### src/rtl/mux_n_para_1_reg_pkg.sv
// Shared definitions for the registered N:1 multiplexer: operating modes,
// output register states and the select-width helper.
package mux_n_para_1_reg_pkg;

  localparam int MUX_MODO_FIXO = 0;
  localparam int MUX_MODO_RR   = 1;

  typedef enum logic {
    VAZIO = 1'b0,
    CHEIO = 1'b1
  } estado_t;

  function automatic int clog2(input int unsigned n);
    int r;
    r = 0;
    for (int unsigned v = 1; v < n; v = v << 1) r++;
    return r;
  endfunction

  // Select width never drops below one bit, even for a degenerate channel count.
  function automatic int sel_w(input int unsigned n);
    return (clog2(n) < 1) ? 1 : clog2(n);
  endfunction

endpackage

### src/rtl/mux_n_para_1_reg_if.sv
// Channel-side and consumer-side handshake bundle of mux_n_para_1_reg.
interface mux_n_para_1_reg_if
  import mux_n_para_1_reg_pkg::*;
#(
  parameter int LARGURA = 8,
  parameter int CANAIS  = 4
);
  localparam int SEL_W = sel_w(unsigned'(CANAIS));

  logic [CANAIS*LARGURA-1:0] D;
  logic [CANAIS-1:0]         D_valid;
  logic [CANAIS-1:0]         D_ready;
  logic [SEL_W-1:0]          S;
  logic [LARGURA-1:0]        Y;
  logic                      Y_valid;
  logic                      Y_ready;
  logic [SEL_W-1:0]          Y_canal;

  modport master (
    output D, D_valid, S, Y_ready,
    input  D_ready, Y, Y_valid, Y_canal
  );

  modport slave (
    input  D, D_valid, S, Y_ready,
    output D_ready, Y, Y_valid, Y_canal
  );

endinterface

### src/rtl/mux_n_para_1_reg_arbitro.sv
// Stateless round-robin arbiter: grants the first requester at or after ptr,
// wrapping to the lowest requester when nothing lies above ptr.
module arbitro_round_robin
  import mux_n_para_1_reg_pkg::*;
#(
  parameter int CANAIS = 4
) (
  input  logic [CANAIS-1:0]                      req,
  input  logic [sel_w(unsigned'(CANAIS))-1:0]    ptr,
  output logic [CANAIS-1:0]                      grant,
  output logic [sel_w(unsigned'(CANAIS))-1:0]    idx
);
  localparam int SEL_W = sel_w(unsigned'(CANAIS));

  logic [CANAIS-1:0] mascara;
  logic [CANAIS-1:0] alto;
  logic [CANAIS-1:0] alvo;

  // Requests at or above ptr take precedence; otherwise the search wraps to bit 0.
  always_comb begin
    for (int unsigned i = 0; i < CANAIS; i++) begin
      mascara[i] = (i >= 32'(ptr));
    end
    alto  = req & mascara;
    alvo  = (|alto) ? alto : req;
    grant = alvo & (~alvo + CANAIS'(1));
  end

  always_comb begin
    idx = '0;
    for (int unsigned i = 0; i < CANAIS; i++) begin
      if (grant[i]) idx = idx | SEL_W'(i);
    end
  end

endmodule

### src/rtl/mux_n_para_1_reg.sv
// N-channel, W-bit registered multiplexer with valid/ready on every channel;
// selection is either the external S input or round-robin arbitration.
module mux_n_para_1_reg
  import mux_n_para_1_reg_pkg::*;
#(
  parameter int LARGURA = 8,
  parameter int CANAIS  = 4,
  parameter int MODO    = MUX_MODO_FIXO
) (
  input logic               clk,
  input logic               rst_n,
  mux_n_para_1_reg_if.slave bus
);
  localparam int SEL_W = sel_w(unsigned'(CANAIS));

  estado_t             estado;
  logic [SEL_W-1:0]    ptr;
  logic                livre;
  logic                carga;
  logic [CANAIS-1:0]   grant;
  logic [CANAIS-1:0]   rr_grant;
  logic [SEL_W-1:0]    idx;
  logic [SEL_W-1:0]    rr_idx;
  logic [LARGURA-1:0]  dado;

  arbitro_round_robin #(
    .CANAIS(CANAIS)
  ) u_arbitro (
    .req   (bus.D_valid),
    .ptr   (ptr),
    .grant (rr_grant),
    .idx   (rr_idx)
  );

  always_comb begin
    grant = '0;
    idx   = '0;
    if (MODO == MUX_MODO_RR) begin
      grant = rr_grant;
      idx   = rr_idx;
    end else if (32'(bus.S) < CANAIS) begin
      grant[bus.S] = bus.D_valid[bus.S];
      idx          = bus.S;
    end
  end

  assign livre       = (estado == VAZIO) | bus.Y_ready;
  assign bus.D_ready = grant & {CANAIS{livre & rst_n}};
  assign carga       = |bus.D_ready;

  always_comb begin
    dado = '0;
    for (int unsigned i = 0; i < CANAIS; i++) begin
      dado = dado | (bus.D[i*LARGURA +: LARGURA] & {LARGURA{grant[i]}});
    end
  end

  // A load takes priority over a plain consume, so back-to-back words leave no bubble.
  always_ff @(posedge clk) begin
    if (!rst_n) begin
      estado      <= VAZIO;
      bus.Y       <= '0;
      bus.Y_canal <= '0;
      ptr         <= '0;
    end else if (carga) begin
      estado      <= CHEIO;
      bus.Y       <= dado;
      bus.Y_canal <= idx;
      if (MODO == MUX_MODO_RR) begin
        ptr <= (idx == SEL_W'(CANAIS - 1)) ? '0 : idx + SEL_W'(1);
      end
    end else if (bus.Y_ready) begin
      estado <= VAZIO;
    end
  end

  assign bus.Y_valid = (estado == CHEIO);

endmodule

### src/flat_wrapper.sv
// flat-port wrapper written by rule: the top's interface ports become plain ports
module mux_n_para_1_reg_flat import mux_n_para_1_reg_pkg::*;
#(
  parameter int LARGURA = 8,
  parameter int CANAIS  = 4,
  parameter int MODO    = MUX_MODO_FIXO
)
  (clk, rst_n, bus_D, bus_D_valid, bus_S, bus_Y_ready, bus_D_ready, bus_Y, bus_Y_valid, bus_Y_canal);
  mux_n_para_1_reg_if #(.LARGURA(LARGURA), .CANAIS(CANAIS)) bus_i ();
  input logic clk;
  input logic rst_n;
  input wire logic [$bits(bus_i.D)-1:0] bus_D;
  input wire logic [$bits(bus_i.D_valid)-1:0] bus_D_valid;
  input wire logic [$bits(bus_i.S)-1:0] bus_S;
  input wire logic [$bits(bus_i.Y_ready)-1:0] bus_Y_ready;
  output wire logic [$bits(bus_i.D_ready)-1:0] bus_D_ready;
  output wire logic [$bits(bus_i.Y)-1:0] bus_Y;
  output wire logic [$bits(bus_i.Y_valid)-1:0] bus_Y_valid;
  output wire logic [$bits(bus_i.Y_canal)-1:0] bus_Y_canal;
  assign bus_i.D = bus_D;
  assign bus_i.D_valid = bus_D_valid;
  assign bus_i.S = bus_S;
  assign bus_i.Y_ready = bus_Y_ready;
  assign bus_D_ready = bus_i.D_ready;
  assign bus_Y = bus_i.Y;
  assign bus_Y_valid = bus_i.Y_valid;
  assign bus_Y_canal = bus_i.Y_canal;
  mux_n_para_1_reg #(.LARGURA(LARGURA), .CANAIS(CANAIS), .MODO(MODO)) u_core (.clk(clk), .rst_n(rst_n), .bus(bus_i));
endmodule
### config.mk
export PLATFORM = sky130hd
export DESIGN_NAME = mux_n_para_1_reg_flat
export DESIGN_NICKNAME = d
export VERILOG_FILES = /design/src/rtl/mux_n_para_1_reg_pkg.sv /design/src/rtl/mux_n_para_1_reg_if.sv /design/src/rtl/mux_n_para_1_reg_arbitro.sv /design/src/rtl/mux_n_para_1_reg.sv /design/src/flat_wrapper.sv
export SDC_FILE = /design/constraint.sdc
export NUM_CORES = 1
export LEC_CHECK = 0
export ABC_AREA = 1
export BUFFER_PORTS_ARGS = -buffer_cell sky130_fd_sc_hd__buf_2
export CORE_MARGIN = 5
export CORE_UTILIZATION = 41
export CTS_CLUSTER_SIZE = 24
export DETAILED_ROUTE_END_ITERATION = 10
export PLACE_DENSITY = 0.78
export SLEW_MARGIN = 20
export SYNTH_ARGS = -nofsm -noshare
export SYNTH_HDL_FRONTEND = slang
export SYNTH_SLANG_ARGS = --single-unit
### constraint.sdc
create_clock -name clk -period 1.54 [get_ports clk]
set_input_delay 0.154 -clock clk [delete_from_list [all_inputs] [get_ports clk]]
set_output_delay 0.154 -clock clk [all_outputs]
set_load 0.01 [all_outputs]
==> impl_metrics.ini <==
[finish]
syn_to_final_growth_pct = 34.9
diodes = 0
final_area_um2 = 1150
nets = 224
fin_cells = 209
final_cell_mix = buf_2, nand4_1, nor2_1, nand2_1, inv_1
layout_commonest_cell = buf_2
drive_above_1_share_pct = 40.1

[synth]
synth_seq_area_share_pct = 25.8
synth_nets = 170
yosys_register_bits = 11
synth_compound_area_share_pct = 6.17
syn_area_um2 = 852
synthCells = 129
synth-xor-area-share_pct = 0
synthTopCellsByArea = dfxtp_1, nand4_1, nor2_1
synth-simple-area-share_pct = 54.3
ys.warnings.count = 0
yosysUniqueCellTypes = 20
synthAdderAreaFrac_pct = 0
synth_mux_area_share_pct = 0
synth_area_leader_cell = dfxtp_1
synth_top_area_share_pct = 25.8
avgSynthCellArea_um2 = 6.61
synth_top_family_by_area = simple AND/OR/NAND/NOR gates

[grt]
gr-total-overflow = 0
grtUsageTotal_pct = 17.2
grt_pass1_vias = 1051
grt_pass1_wl_um = 4460
antenna_found_initial = 0
grt_start_max_net_pins = 18

[worst_setup_path]
crit_fanout = 17
crit_chain = nand2_1 -> nand2_1 -> a21oi_2 -> nor2_4 -> nand2_1 -> nand2_1 -> nor2_1
path_class = reg -> reg
cp.required_ps = 1700
cp_slowest_cell = dfxtp_1
cp-end-kind = register
crit_path_frequent_cell = nand2_1
cp.arrival_ps = 1480
worstSetupStartpointType = register
slowest_delay_ps = 330

[routing]
drt_iter0_markers = 15
drt_first_pass_iters = 4
wl_um = 2630
ant_nets = 0
drcViolationCount = 0
avgViaCountPerCell = 5.08
wl_per_cell_um = 12.6
vias = 1061

[cts]
cts_setup_buffers = 0
postCtsHoldBufs = 0
cts_buffers = 3
cts.reportedPaths.clkPinSlew_ps = 60
cts_resized = 0
clock_sinks = 11
htree_levels = 1
cts_root_buffer = clkbuf_4
clockBufferDepth = 2
clk_latency_ps = 270
cts_tree = yes

[sta]
slew_viol_final = 0
slew_headroom_pct = 75.5
hold_viol = 0
timing.final.crit_share_pct = 86.3
setup_viol = 0
setup-tns-final_ps = 0
rsz0062_at_grt = no
worstMarginPinSlew_ps = 366
max_freq_mhz = 752
period_needed_ps = 1330
clock_skew_ps = 15.8
whs_ps = 179

[placement]
placed_area_um2 = 1120
dp_hpwl_um = 2080
dp.cells = 205
gp_congestion = 0.840
io_buffer_count = 55

[job]
maxCapViolCount = 0

[die]
fp.dieArea_um2 = 3090
ios = 56
die_w_um = 55.6
die_h_um = 55.6
row_count = 16
core_area_um2 = 1960
initial_utilization_pct = 43.4

[pwr]
vdd_drop_max_mv = 0.439
powerDensity_nw_per_um2 = 676
p_leak_nw = 0.629

[run_status]
status = complete, no violations

[hold_path]
min_path_type = in -> reg
[layer usage]
metal / GRT usage [%] / vias to the layer above / part of all wire (%)
met5: 0 / - / 0
met4: 4.86 / 0 / 0.80
met3: 5.57 / 2 / 9.2
met2: 29.1 / 47 / 47
met1: 20.7 / 463 / 42
li1: - / 549 / -
[where the power goes]
group          total [W]  internal [W]  switching, W
Sequential      0.000320      0.000309     0.0000112
Clock           0.000200      0.000100      0.000100
Combinational   0.000256      0.000107      0.000149
Total           0.000777      0.000516      0.000261
[cell type report]
cell class / instances / area (um^2)
fillers: 207 / 812
flip-flops and latches: 11 / 220
well taps: 27 / 33.8
repair buffers: 59 / 305
multi-input cells: 95 / 515
clock buffers: 4 / 26.3
inverters: 13 / 48.8
[per-stage QoR]
stage	utilization (%)	power [W]	setup slack [ps]
after floorplan	-	0.000486	297
after CTS	58.6	0.000784	232
final	58.6	0.000777	211
after global routing	58.6	0.000831	100
after detailed placement	57.3	0.000583	242
after global placement	57.3	0.000575	293
[Yosys cell counts, drive strengths merged]
library cell	number
nand3	11
o211a	1
a21boi	1
dfxtp	11
clkbuf	1
a21oi	2
inv	13
buf	9
nand4	29
nor2	26
o21ai	2
a21o	1
nand2	22
[state kept, by name, summed over array words and instances, names as in the netlist]
signal and flops:
u_core.bus.Y_valid 1, u_core.bus.Y 8, u_core.bus.Y_canal 2
[kinds of logic (layout without fill, tap and decap cells)]
logic type | count (synthesis) | after routing
simple gates | 88 | 88
buf+inv | 23 | 76
flops | 11 | 11
compound gates | 7 | 7
[path summary, 6_finish.rpt]
kind	from	to	slack, ps	depth (start not counted)
hold / removal	bus_Y_ready	u_core.bus.Y_valid$_SDFFE_PN0P_	180	4
setup reg to reg	u_core.bus.Y_valid$_SDFFE_PN0P_	u_core.bus.Y[4]$_SDFFE_PN0P_	210	7
hold reg to reg	u_core.bus.Y[0]$_SDFFE_PN0P_	u_core.bus.Y[0]$_SDFFE_PN0P_	500	2
setup / recovery	u_core.bus.Y_valid$_SDFFE_PN0P_	u_core.bus.Y[4]$_SDFFE_PN0P_	210	7
[worst max-delay path, delay by kind of cell (launching register included)]
| kind | cells | cell delay (ps) |
|---|---|---|
| AOI/OAI and AO/OA | 1 | 90 |
| DFF | 1 | 330 |
| and+or+nand+nor | 6 | 810 |
Note: power is estimated with default switching activity, not from simulation.
